$ cat src/rtl/anubis_tau_stream_transposer_if.sv
// Row-in / word-out stream bundle for anubis_tau_stream_transposer.
// The master modport is the surrounding environment and the slave modport is the transposer.
interface anubis_tau_stream_transposer_if #(
  parameter int N = 4,
  parameter int W = 8
);
  logic           s_valid;
  logic           s_ready;
  logic [N*W-1:0] s_data;
  logic           s_mode;
  logic           m_valid;
  logic           m_ready;
  logic [N*W-1:0] m_data;
  logic           m_last;

  modport master (
    output s_valid, s_data, s_mode, m_ready,
    input  s_ready, m_valid, m_data, m_last
  );

  modport slave (
    input  s_valid, s_data, s_mode, m_ready,
    output s_ready, m_valid, m_data, m_last
  );
endinterface

$ cat src/rtl/anubis_tau_stream_transposer.sv
// Streaming N x N transposer (Anubis tau successor): rows in, columns out, with
// two ping-pong banks for full-rate back-to-back matrices and a per-matrix pass-through mode.
module anubis_tau_stream_transposer #(
  parameter int N = 4,
  parameter int W = 8
) (
  input  logic                           clk,
  input  logic                           reset_n,
  anubis_tau_stream_transposer_if.slave  bus
);
  localparam int            CW       = $clog2(N);
  localparam logic [CW-1:0] LAST_IDX = CW'(N - 1);

  typedef logic [W-1:0] elem_t;

  // bank_q[bank][row][column]
  elem_t          bank_q [2][N][N];
  logic [1:0]     full_q, full_d;
  logic [1:0]     mode_q, mode_d;
  logic           wb_q, wb_d;
  logic           rb_q, rb_d;
  logic [CW-1:0]  wr_q, wr_d;
  logic [CW-1:0]  rc_q, rc_d;
  logic           s_ready, m_valid;
  logic           wr_fire, rd_fire;
  logic [N*W-1:0] word;

  assign s_ready     = reset_n && !full_q[wb_q];
  assign m_valid     = full_q[rb_q];
  assign wr_fire     = bus.s_valid && s_ready;
  assign rd_fire     = m_valid && bus.m_ready;

  assign bus.s_ready = s_ready;
  assign bus.m_valid = m_valid;
  assign bus.m_last  = m_valid && (rc_q == LAST_IDX);
  assign bus.m_data  = word;

  // A write completion and a read completion never target the same bank,
  // since one requires the bank empty and the other requires it full.
  always_comb begin
    // NOTE: every output gets a default first so no path leaves it unassigned (no latch).
    wb_d   = wb_q;
    wr_d   = wr_q;
    rb_d   = rb_q;
    rc_d   = rc_q;
    full_d = full_q;
    mode_d = mode_q;
    if (wr_fire) begin
      if (wr_q == '0) mode_d[wb_q] = bus.s_mode;
      if (wr_q == LAST_IDX) begin
        full_d[wb_q] = 1'b1;
        wb_d         = ~wb_q;
        wr_d         = '0;
      end else begin
        wr_d = wr_q + CW'(1);
      end
    end
    if (rd_fire) begin
      if (rc_q == LAST_IDX) begin
        full_d[rb_q] = 1'b0;
        rb_d         = ~rb_q;
        rc_d         = '0;
      end else begin
        rc_d = rc_q + CW'(1);
      end
    end
  end

  always_ff @(posedge clk) begin
    if (!reset_n) begin
      wb_q   <= 1'b0;
      rb_q   <= 1'b0;
      wr_q   <= '0;
      rc_q   <= '0;
      full_q <= '0;
      mode_q <= '0;
    end else begin
      // NOTE: state registers use non-blocking assignments so all flops update together.
      wb_q   <= wb_d;
      rb_q   <= rb_d;
      wr_q   <= wr_d;
      rc_q   <= rc_d;
      full_q <= full_d;
      mode_q <= mode_d;
    end
  end

  // NOTE: bank storage has no reset; the cleared full flags make stale contents unreachable.
  always_ff @(posedge clk) begin
    if (wr_fire) begin
      for (int c = 0; c < N; c++) bank_q[wb_q][wr_q][c] <= bus.s_data[W*c +: W];
    end
  end

  // Mode 0 gathers column rc across all rows; mode 1 replays row rc unchanged.
  always_comb begin
    word = '0;
    if (m_valid) begin
      for (int r = 0; r < N; r++) begin
        word[W*r +: W] = mode_q[rb_q] ? bank_q[rb_q][rc_q][r] : bank_q[rb_q][r][rc_q];
      end
    end
  end
endmodule

$ cat src/flat_wrapper.sv
// flat-port wrapper written by rule: the top's interface ports become plain ports
module anubis_tau_stream_transposer_flat 
#(
  parameter int N = 4,
  parameter int W = 8
)
  (clk, reset_n, bus_s_valid, bus_s_data, bus_s_mode, bus_m_ready, bus_s_ready, bus_m_valid, bus_m_data, bus_m_last);
  anubis_tau_stream_transposer_if #(.N(N), .W(W)) bus_i ();
  input  logic clk;
  input  logic reset_n;
  input wire logic [$bits(bus_i.s_valid)-1:0] bus_s_valid;
  input wire logic [$bits(bus_i.s_data)-1:0] bus_s_data;
  input wire logic [$bits(bus_i.s_mode)-1:0] bus_s_mode;
  input wire logic [$bits(bus_i.m_ready)-1:0] bus_m_ready;
  output wire logic [$bits(bus_i.s_ready)-1:0] bus_s_ready;
  output wire logic [$bits(bus_i.m_valid)-1:0] bus_m_valid;
  output wire logic [$bits(bus_i.m_data)-1:0] bus_m_data;
  output wire logic [$bits(bus_i.m_last)-1:0] bus_m_last;
  assign bus_i.s_valid = bus_s_valid;
  assign bus_i.s_data = bus_s_data;
  assign bus_i.s_mode = bus_s_mode;
  assign bus_i.m_ready = bus_m_ready;
  assign bus_s_ready = bus_i.s_ready;
  assign bus_m_valid = bus_i.m_valid;
  assign bus_m_data = bus_i.m_data;
  assign bus_m_last = bus_i.m_last;
  anubis_tau_stream_transposer #(.N(N), .W(W)) u_core (.clk(clk), .reset_n(reset_n), .bus(bus_i));
endmodule
$ cat config.mk
export PLATFORM = sky130hd
export DESIGN_NAME = anubis_tau_stream_transposer_flat
export DESIGN_NICKNAME = d
export VERILOG_FILES = /design/src/rtl/anubis_tau_stream_transposer_if.sv /design/src/rtl/anubis_tau_stream_transposer.sv /design/src/flat_wrapper.sv
export SDC_FILE = /design/constraint.sdc
export NUM_CORES = 1
export LEC_CHECK = 0
export BUFFER_PORTS_ARGS = -buffer_cell sky130_fd_sc_hd__buf_2
export CELL_PAD_IN_SITES_DETAIL_PLACEMENT = 0
export CELL_PAD_IN_SITES_GLOBAL_PLACEMENT = 2
export CORE_ASPECT_RATIO = 1.5
export CORE_UTILIZATION = 30
export CTS_CLUSTER_DIAMETER = 100
export CTS_CLUSTER_SIZE = 20
export DETAILED_ROUTE_END_ITERATION = 12
export GPL_TIMING_DRIVEN = 0
export PLACE_DENSITY = 0.55
export SYNTH_ARGS = -nofsm -noshare
export SYNTH_HDL_FRONTEND = slang
export SYNTH_SLANG_ARGS = --single-unit
$ cat constraint.sdc
create_clock -name clk -period 3.8 [get_ports clk]
set_clock_uncertainty 0.05 [all_clocks]
set_input_delay 0 -clock clk [delete_from_list [all_inputs] [get_ports clk]]
set_output_delay 0 -clock clk [all_outputs]
set_load 0.01 [all_outputs]
==> summary.txt <==
outcome: finished clean
Post-synth EDFFs: 256
clock sinks: 267
Least-Margin Pin Slew: 1090 ps
Ports: 72
std cell rows: 93
Max VDD drop: 223 uV
total core area: 0.0432 sq mm
CTS Buf Count: 17
antenna viol nets, final: 0
Hold Fails Final Rpt: 0
Compound-Gate Fraction of Synth Area: 0.0911
post-synth cell types: 49
Post-synth ARST share: 0
Syn Area/Cell: 13.6 sq um
fmax: 281 MHz
DRC Markers: 0
worst rel slew slack: 0.274
final worst-path cycle share: 0.935
clk buf depth: 3
Die W: 173 um
Tmin final: 3550 ps
Synth Area in Simple Gates: 0.0633
Final setup violation count: 0
drt pass-1 iters: 5
Leakage Power: 5.15 nW
Total Routing Usage GR: 0.232
IO buf count: 70
largest family of logic cells by synthesized area: multiplexers
overall routed net length: 52100 um
Cell Count, Final, Fillers Out: 1683
via/cell ratio: 5.29
synth warn: 0
RePlAce Congestion: 0.814
First DRT Iteration DRCs: 677
Final Total Pwr: 5.56 mW
post-route setup TNS: 0 ps
Worst R2R Setup Slack: 790 ps
Critical Path RT: 3750 ps
count of pins over their slew limit: 0
total number of vias: 8906
number of nets in the layout: 1150
first-pass GRT wire length: 71800 um
layout cells sized above 1: 0.274
CTS HTree Levels: 1
GR Overflow Total: 0
Max-cap violations: 0
multi-input logic area: 0.00491 sq mm
DR WL/cell: 30.9 um
XOR/XNOR Fraction of Synth Area: 0.000663
fill count: 4291
area share of fa/ha/maj cells after synthesis: 0.00474
CP Launch Type: register
Vert. Die Dim: 259 um
Initial Utilization: 0.306
Setup CP Type: register to output port
most frequent cells in the layout: 256 x edfxtp_1, 126 x mux2_2, 116 x nand2_1
Main synth FF type: edfxtp_1
syn nets: 1015
vias in the first global route: 9292
initial antenna violation count: 2
Cell Pwr Density: 362 mW/mm^2
clock-pin slew on the worst setup and hold paths: 100 ps
die area: 0.0449 sq mm
sequential-to-total area share from yosys stat: 0.599
CTS tree: yes
Antenna diodes: 0
Mapped Cells: 973
CP Max Fanout: 10
unrepaired setup endpoints after global routing: no
min-delay worst type: input port to register
area grow syn2layout: 16.2%
Synth area leader: edfxtp_1
DP HPWL: 37200 um
arrival time worst endpoint: 3500 ps
Clock Root Buffer: clkbuf_16
share of the synthesized area in the top cell type: 0.582
Area contributors post-synth: edfxtp_1 58%, mux2_2 11%, mux2i_1 7.6%, nand2_1 3.3%, a21oi_1 2.5%
Critical Path Sink Type: output port
most common cell after layout, fill and taps aside: edfxtp_1
FF/Latch Area: 0.00791 sq mm
Syn Std Cell Area: 0.0132 sq mm
post-synthesis mux area share: 0.208
largest net degree at the start of global routing: 24
Clock Latency Late Sink: 530 ps
placed cell count: 1621
synthesized flop and latch total: 267
critical path, stage by stage, from the launching register on:
cell	delay [ps]
dfxtp_1	340
buf_2	190
buf_2	380
buf_1	580
clkbuf_2	510
a31oi_1	280
a211oi_1	450
buf_2	210
layout make-up:
cell class | count | share of cell area
inverters | 6 | 0.00147
plain buffers | 80 | 0.0279
clock buffers | 22 | 0.0289
flip-flops and latches | 267 | 0.515
well taps | 570 | 0.0465
repair buffers | 116 | 0.0585
clock inverters | 2 | 0.00163
multi-input cells | 620 | 0.320
kinds of logic (layout without fill, tap and decap cells):
kind of cell    after synthesis  count (layout)
compound gates              182             182
xor+xnor                      1               1
fa+ha+maj                     5               5
buf+inv                      86             226
flops                       267             267
mux                         245             245
simple gates                187             187
sequential cells by signal, summed over array words and instances, names as in the netlist, named ones only:
name and flops:
u_core.rb_q 1, u_core.rc_q 2, u_core.mode_q 2, u_core.full_q 2, u_core.wr_q 2, u_core.bank_q 256
u_core.wb_q 1
power by group:
| part | total (mW) | switching, mW | internal (mW) |
|---|---|---|---|
| Combinational | 0.429 | 0.262 | 0.167 |
| Clock | 1.86 | 1.03 | 0.837 |
| Sequential | 3.27 | 0.0108 | 3.26 |
| Total | 5.56 | 1.30 | 4.26 |
cells in the mapped netlist, types with 7 or more instances:
cell type    n
edfxtp_1   256
mux2_2     126
nand2_1    116
mux2i_1    100
a21oi_1     67
clkbuf_1    36
nor3_1      34
buf_2       29
o21ai_0     23
o22ai_1     17
o32a_1      14
dfxtp_1     11
nor2_1      11
buf_6       10
o311a_1     10
a221oi_1     7
a31oi_1      7
mux2_4       7
mux4_2       7
o21ai_1      7
o31a_1       7
what timing repair did:
action,in CTS,in global routing
gates resized for setup,1,0
endpoints found under the hold margin,266,0
setup endpoints to repair,2,0
setup buffers,0,0
hold buffers,38,0
metal layers:
layer	global-route usage	share of wire
met1	0.274	0.40
met2	0.441	0.54
met3	0.0205	0.038
met4	0.0676	0.024
met5	0	0
path summary, 6_finish.rpt:
check                                             end  depth (start not counted)             start
worst max-delay path                   bus_m_data[22]                          7    u_core.rc_q[0]
worst min-delay path                   u_core.rc_q[1]                          4       bus_m_ready
worst max register to register  u_core.bank_q[0][107]                          4       u_core.wb_q
worst min register to register       u_core.mode_q[0]                          2  u_core.mode_q[0]
stage by stage:
| stage | setup slack (ps) | area (sq um) | utilization | hold WS [ps] |
|---|---|---|---|---|
| 6_report | 248 | 15400 | 0.356 | 284 |
| 5_1_grt | 169 | 15400 | 0.356 | 304 |
| 4_1_cts | 201 | 15400 | 0.356 | 275 |
| 3_5_place_dp | 385 | 14500 | 0.336 | 245 |
| 3_3_place_gp | -1520 | 14300 | 0.331 | 244 |
| 2_1_floorplan | 672 | 13200 | - | 48.9 |
No activity file was read; power rests on OpenSTA's default activity.
